## config.mk

```make
export PLATFORM = sky130hd
export DESIGN_NAME = vga_scan_ctrl
export DESIGN_NICKNAME = d
export VERILOG_FILES = /design/src/rtl/vga_scan_ctrl.sv
export SDC_FILE = /design/constraint.sdc
export NUM_CORES = 1
export LEC_CHECK = 0
export BUFFER_PORTS_ARGS = -buffer_cell sky130_fd_sc_hd__buf_4
export CAP_MARGIN = 20
export CELL_PAD_IN_SITES_DETAIL_PLACEMENT = 1
export CELL_PAD_IN_SITES_GLOBAL_PLACEMENT = 1
export CORE_MARGIN = 2
export CORE_UTILIZATION = 39
export CTS_CLUSTER_DIAMETER = 200
export CTS_CLUSTER_SIZE = 40
export DETAILED_ROUTE_END_ITERATION = 8
export GPL_ROUTABILITY_DRIVEN = 0
export HOLD_SLACK_MARGIN = 0.12
export PLACE_DENSITY = 0.84
export SETUP_SLACK_MARGIN = 0.4
export SYNTH_ARGS = -nofsm -noshare
export SYNTH_HDL_FRONTEND = slang
export SYNTH_SLANG_ARGS = --single-unit
```

## constraint.sdc

```tcl
create_clock -name iCLK -period 2 [get_ports iCLK]
set_clock_uncertainty 0.05 [all_clocks]
set_input_delay 0.3 -clock iCLK [delete_from_list [all_inputs] [get_ports iCLK]]
set_output_delay 0.3 -clock iCLK [all_outputs]
set_load 0.005 [all_outputs]
```

## src/rtl/vga_scan_ctrl.sv

```systemverilog
// Raster scan generator and pixel sink: drives coordinates to the visual modules and
// returns their colour to the VGA DAC with sync/blank aligned to the colour sample.
module vga_scan_ctrl #(
  parameter int H_ACT  = 640,
  parameter int H_FP   = 16,
  parameter int H_SYNC = 96,
  parameter int H_BP   = 48,
  parameter int V_ACT  = 480,
  parameter int V_FP   = 10,
  parameter int V_SYNC = 2,
  parameter int V_BP   = 33,
  parameter int PIPE   = 1
) (
  input  logic       iCLK,
  input  logic       iRST_N,
  output logic [9:0] oX,
  output logic [9:0] oY,
  output logic       oACTIVE,
  output logic       oFS,
  input  logic [9:0] iR,
  input  logic [9:0] iG,
  input  logic [9:0] iB,
  output logic [9:0] oVGA_R,
  output logic [9:0] oVGA_G,
  output logic [9:0] oVGA_B,
  output logic       oVGA_HS,
  output logic       oVGA_VS,
  output logic       oVGA_BLANK_N,
  output logic       oVGA_SYNC_N
);

  localparam int H_TOT = H_ACT + H_FP + H_SYNC + H_BP;
  localparam int V_TOT = V_ACT + V_FP + V_SYNC + V_BP;

  localparam logic [9:0] H_ACT_C  = 10'(H_ACT);
  localparam logic [9:0] H_SS_C   = 10'(H_ACT + H_FP);
  localparam logic [9:0] H_SE_C   = 10'(H_ACT + H_FP + H_SYNC);
  localparam logic [9:0] H_LAST_C = 10'(H_TOT - 1);
  localparam logic [9:0] V_ACT_C  = 10'(V_ACT);
  localparam logic [9:0] V_SS_C   = 10'(V_ACT + V_FP);
  localparam logic [9:0] V_SE_C   = 10'(V_ACT + V_FP + V_SYNC);
  localparam logic [9:0] V_LAST_C = 10'(V_TOT - 1);

  logic [9:0] hCnt_r;
  logic [9:0] vCnt_r;
  logic       hAct_s;
  logic       vAct_s;
  logic       hsN_s;
  logic       vsN_s;
  logic       fs_s;

  // Element 0 is the coordinate stage; the last element feeds the output stage.
  logic actD_r [0:PIPE-1];
  logic hsD_r  [0:PIPE-1];
  logic vsD_r  [0:PIPE-1];

  // Horizontal and vertical scan counters.
  always_ff @(posedge iCLK or negedge iRST_N) begin
    if (!iRST_N) begin
      hCnt_r <= 10'd0;
      vCnt_r <= 10'd0;
    end else if (hCnt_r == H_LAST_C) begin
      hCnt_r <= 10'd0;
      if (vCnt_r == V_LAST_C) begin
        vCnt_r <= 10'd0;
      end else begin
        vCnt_r <= vCnt_r + 10'd1;
      end
    end else begin
      hCnt_r <= hCnt_r + 10'd1;
    end
  end

  // Region decode of the current counter position.
  always_comb begin
    hAct_s = (hCnt_r < H_ACT_C);
    vAct_s = (vCnt_r < V_ACT_C);
    hsN_s  = !((hCnt_r >= H_SS_C) && (hCnt_r < H_SE_C));
    vsN_s  = !((vCnt_r >= V_SS_C) && (vCnt_r < V_SE_C));
    fs_s   = (hCnt_r == 10'd0) && (vCnt_r == V_ACT_C);
  end

  // Coordinate stage plus the act/sync alignment chain.
  always_ff @(posedge iCLK or negedge iRST_N) begin
    if (!iRST_N) begin
      oX      <= 10'd0;
      oY      <= 10'd0;
      oACTIVE <= 1'b0;
      oFS     <= 1'b0;
      for (int i = 0; i < PIPE; i++) begin
        actD_r[i] <= 1'b0;
        hsD_r[i]  <= 1'b1;
        vsD_r[i]  <= 1'b1;
      end
    end else begin
      // Out-of-area coordinates clamp to 0 so downstream divisors stay bounded.
      oX        <= hAct_s ? hCnt_r : 10'd0;
      oY        <= vAct_s ? vCnt_r : 10'd0;
      oACTIVE   <= hAct_s && vAct_s;
      oFS       <= fs_s;
      actD_r[0] <= hAct_s && vAct_s;
      hsD_r[0]  <= hsN_s;
      vsD_r[0]  <= vsN_s;
      for (int i = 1; i < PIPE; i++) begin
        actD_r[i] <= actD_r[i-1];
        hsD_r[i]  <= hsD_r[i-1];
        vsD_r[i]  <= vsD_r[i-1];
      end
    end
  end

  // Output stage: colour sample gated by the aligned active flag.
  always_ff @(posedge iCLK or negedge iRST_N) begin
    if (!iRST_N) begin
      oVGA_R       <= 10'd0;
      oVGA_G       <= 10'd0;
      oVGA_B       <= 10'd0;
      oVGA_HS      <= 1'b1;
      oVGA_VS      <= 1'b1;
      oVGA_BLANK_N <= 1'b0;
    end else begin
      oVGA_R       <= actD_r[PIPE-1] ? iR : 10'd0;
      oVGA_G       <= actD_r[PIPE-1] ? iG : 10'd0;
      oVGA_B       <= actD_r[PIPE-1] ? iB : 10'd0;
      oVGA_HS      <= hsD_r[PIPE-1];
      oVGA_VS      <= vsD_r[PIPE-1];
      oVGA_BLANK_N <= actD_r[PIPE-1];
    end
  end

  assign oVGA_SYNC_N = 1'b0;

endmodule

```

Yosys cells after proc, flatten, opt, wreduce, memory -nomap -nowiden
Index checks and enable logic that the tools add are counted.
Storage, ports and cells
  logic and storage cells: 39
  bits in registers: 77
  output and inout bits: 56
  input port bits: 32
Cells by class
  equal/unequal tests: 3
  $lt $le $gt $ge: 6
  reductions and logical operators: 7
  $add $sub $neg: 2
  multiplexer cells: 7
Operators with widths (number)
  $mux 10: 7
  $add 10x1->10 const B: 2
  $eq 10x10->1 const B: 2
  $lt 10x10->1 const B: 2
  $lt 10x9->1 const B: 2
  $eq 10x9->1 const B: 1
  $ge 10x10->1 const B: 1
  $ge 10x9->1 const B: 1
  $logic_not 10->1: 1
  $logic_and 1x1->1: 4
  $logic_not 1->1: 2

Longest topological paths before layout
  word-level depth: 3
  depth in mapped cells: 7
  depth with buffers taken out: 6

Least setup slack after synthesis
OpenSTA, ideal clock, no wires.
  path kind: reg2reg
  start point: reg hCnt_r[0]
  end point: reg vCnt_r[2]
  period minus slack after synthesis: 1.637 ns
  library setup time: 0.133 ns
  cell stages (with the launch flop): 8
  arrival time: 1.454 ns
  setup slack: 0.363 ns
  buffers on the path: 2
  required time: 1.817 ns
  cell sequence: dfrtp_1 > ha_1 > and4_4 > and4_1 > buf_4 > buf_6 > a21oi_1 > a31oi_1
On the way
  word-level cells in the longest chain between the ends: 1
RTL lines
  start, declared: line 44  | logic [9:0] hCnt_r;
  start signal, assigned: line 70  | hCnt_r <= hCnt_r + 10'd1;
  $eq 10x10->1: line 62  | end else if (hCnt_r == H_LAST_C) begin
  end signal, assigned: line 67  | vCnt_r <= vCnt_r + 10'd1;
  end, declared: line 45  | logic [9:0] vCnt_r;
No other way between the ends.
A chain may end at the register's enable or synchronous reset.

Final worst setup path
  start point: reg hCnt_r[2]
  end point: reg vCnt_r[6]
The elaborated chain is that of the path after synthesis.

==> key figures <==
Yosys
  – FFs w/ async S/R, synth: 100%
  – Sequential-to-total area share from yosys stat: about two thirds
  – Distinct cells, synth: 37
  – Cell taking the most area after synthesis: dfrtp_1
  – Top-area cell type share of the netlist area: a little over three fifths
  – Syn. warnings: 0
  – Flops & latches, synth: 77
  – Post-synth EDFFs: 0
  – Post-Syn Area: roughly 2900 µm²
  – Dominant synthesized flop cell: dfrtp_1
  – Cell count after synthesis: between 200 and 250
  – Top cells by area, synth: dfrtp_1 (63%), and2_1 (8.4%), dfstp_2 (3.6%)
  – Syn avg cell area: 12.3 µm²

CTS
  – TritonCTS Buffers: 9
  – Worst-path clk slew: 0.08 ns
  – Root Driver: clkbuf_8
  – Worst-Skew Late Latency: ~0.36 ns
  – H-tree Lvls: 3
  – CTS Sinks: between 70 and 80
  – CTS tree: built
  – Clk buf depth: 2

Global routing
  – Grt ovf: 0
  – All-Layer GR Usage: approximately 27%
  – Antenna violations before repair: 0
  – Vias in the first global route: between 2000 and 3000
  – Pin count of the biggest net entering global routing: 44
  – First-pass GRT wire length: approximately 17000 µm

Worst hold path
  – Hold_sp: iR[3]
  – Worst Hold End: oVGA_R[3]$_DFF_PN0_
  – Min-delay worst type: in -> reg
  – Hold Path Depth: 2

STA
  – Tmin final: ~1.8 ns
  – RSZ-0062 raised after global routing: yes
  – Endpoints failing setup: 0
  – Tcrit/Tclk final: 92.2%
  – Final Hold Viols: 0
  – Final setup TNS: 0 ns
  – Maximum clock rate: ~540 MHz
  – Fin. max-slew vios: 0

Detailed routing
  – Initial detailed-routing violation count: 190
  – Post-route DRC: 0
  – DR vias/cell: about 5.3
  – WL/cell: 26.0 µm
  – Pre-Repair DR Iteration Count: 4
  – Via count: about 2500
  – Routed Antenna Nets: 0
  – Routed Wire Length: 12100 µm

Pwr
  – Leakage dissipation: approximately 0.002 µW
  – Clock Power Share: about two fifths
  – NetSw: 747 µW
  – Power Dens Cells: between 700 and 800 nW/µm²
  – Seq pwr share: between 50% and 60%
  – Switch share: between 20 and 25%
  – Peak VDD IR: approximately 0.00033 V
  – Design Power: roughly 3000 µW
  – Pint: roughly 2300 µW
  – Combinational share of power: between 7 and 8%

Critical path
  – Worst r2r dst: vCnt_r[6]$_DFFE_PN0N_
  – CP Data Arrival Time: 2.05 ns
  – Setup Crit Path Kind: reg -> reg
  – Worst R2R Path Depth: 5
  – Reg2reg start: hCnt_r[2]$_DFF_PN0_
  – CP Data Required Time: between 2 and 2.5 ns
  – Critical Path Start Type: flop
  – Crit. End Element: flop
  – Reg-to-reg slack, setup: around 0.16 ns
  – Crit-path max FO: 8

Finish
  – Ant diodes: 0
  – Post-layout util: about 59%
  – Most frequent cells in the layout: buf_4 (103), dfrtp_1 (69), and2_1 (39)
  – Area growth from synthesis to layout: 47.5%
  – Commonest non-fill, non-tap cell in the layout: buf_4
  – Fraction of layout cells with a size suffix above 1: 39.8%
  – Nets@finish: between 300 and 400

Run status
  – Run status: complete, no violations

Die
  – Row cnt: 31
  – Initial Util: just over 40%
  – Die W: 90.3 µm
  – Die height: between 90 and 100 µm
  – DIE AREA: 8160 µm²
  – Number of primary I/O pins: roughly 90
  – CORE AREA: just over 7000 µm²

Place
  – DP HPWL: roughly 5400 µm
  – I/O Buffers: 86

Run
  – Max-cap violations: 0
[synthesized netlist by cell type, types with 2 or more instances]
| library cell | n |
|---|---|
| nor2_1 | 9 |
| nor4_1 | 2 |
| nand3_1 | 9 |
| dfrtp_1 | 73 |
| and3_1 | 10 |
| a21oi_1 | 3 |
| nor2b_1 | 3 |
| buf_2 | 5 |
| buf_4 | 2 |
| mux2i_1 | 2 |
| o21ai_0 | 5 |
| xor2_1 | 3 |
| xnor2_1 | 6 |
| ha_1 | 4 |
| nor3_1 | 9 |
| inv_1 | 6 |
| nand4_1 | 9 |
| clkbuf_1 | 6 |
| and4_1 | 2 |
| and2_1 | 39 |
| dfstp_2 | 4 |
| nand2_1 | 10 |
[metal layers]
| metal | wire (µm) | GRT usage, % |
|---|---|---|
| met1 | 4610 | 32.1 |
| met2 | 6120 | 47.1 |
| met3 | 896 | 9.35 |
| met4 | 500 | 8.72 |
| met5 | 0 | 0 |
[timing repair]
item / 4_1_cts / 5_1_grt
gates cloned: 1 / 0
buffers inserted: 8 / 5
hold buffers: 21 / 3
setup endpoints to repair: 13 / 15
pin swaps: 3 / 8
resized for setup: 11 / 14
hold endpoints to repair: 52 / 3
[layout make-up]
| type | instances | area (µm²) |
|---|---|---|
| fillers | 759 | 2930 |
| flip-flops and latches | 77 | 1940 |
| repair buffers | 129 | 1050 |
| multi-input cells | 139 | 965 |
| clock buffers | 10 | 128 |
| well taps | 99 | 124 |
| clock inverters | 6 | 62.6 |
| inverters | 6 | 22.5 |
[state kept, by name (all words and copies together) (netlist names)]
signal / flops
hCnt_r: 10
oVGA_B: 10
oVGA_G: 10
oVGA_R: 10
oX: 10
oY: 10
vCnt_r: 10
actD_r: 1
hsD_r: 1
oFS: 1
oVGA_BLANK_N: 1
oVGA_HS: 1
oVGA_VS: 1
vsD_r: 1
[worst max-delay path, stage by stage (launching register included)]
cell and delay (ns):
dfrtp_1 0.59, and4_4 0.33, and4_4 0.24, buf_8 0.13, nand4_1 0.15, xnor2_1 0.26
[cells by family (layout without fill, tap and decap cells)]
logic type	count (synthesis)	in the layout	synth area share (%)
AND/OR/NAND/NOR	108	108	21.5
flip-flops	77	77	66.5
buffers and inverters	21	151	3.49
AO/OA/AOI/OAI	14	14	3.23
XOR/XNOR	9	9	2.71
adder cells (fa/ha/maj)	4	4	1.72
multiplexers	2	2	0.689
other	1	2	0.129
[metrics by stage]
stage | hold slack [ns] | setup slack (ns) | std cells | cell area, µm²
after floorplan | -0.0456 | 0.402 | 237 | 2920
after global routing | 0.128 | 0.176 | 466 | 4290
final | 0.137 | 0.156 | 466 | 4290
after CTS | 0.120 | 0.367 | 458 | 4170
after detailed placement | 0.229 | 0.172 | 412 | 3650
after global placement | 0.220 | 0.311 | 412 | 3650
[worst max-delay path by stage]
stage | startpoint | end | slack (ns) | depth (start not counted)
6_report | hCnt_r[2]$_DFF_PN0_ | vCnt_r[6]$_DFFE_PN0N_ | 0.16 | 5
5_1_grt | hCnt_r[2]$_DFF_PN0_ | vCnt_r[6]$_DFFE_PN0N_ | 0.18 | 5
4_1_cts | hCnt_r[0]$_DFF_PN0_ | vCnt_r[6]$_DFFE_PN0N_ | 0.37 | 6
3_5_place_dp | hCnt_r[0]$_DFF_PN0_ | vCnt_r[6]$_DFFE_PN0N_ | 0.17 | 6
3_3_place_gp | hCnt_r[0]$_DFF_PN0_ | vCnt_r[6]$_DFFE_PN0N_ | 0.31 | 6
2_1_floorplan | hCnt_r[0]$_DFF_PN0_ | vCnt_r[9]$_DFFE_PN0N_ | 0.40 | 7
[power groups by stage]
stage               registers [µW]  logic, µW  clock network, µW
floorplan                     1630       22.4                  0
global placement              1630        157                  0
detailed placement            1630        164                  0
CTS                           1600        201               1190
global route                  1610        235               1310
finish                        1600        220               1220
(Power assumes the default switching activity.)
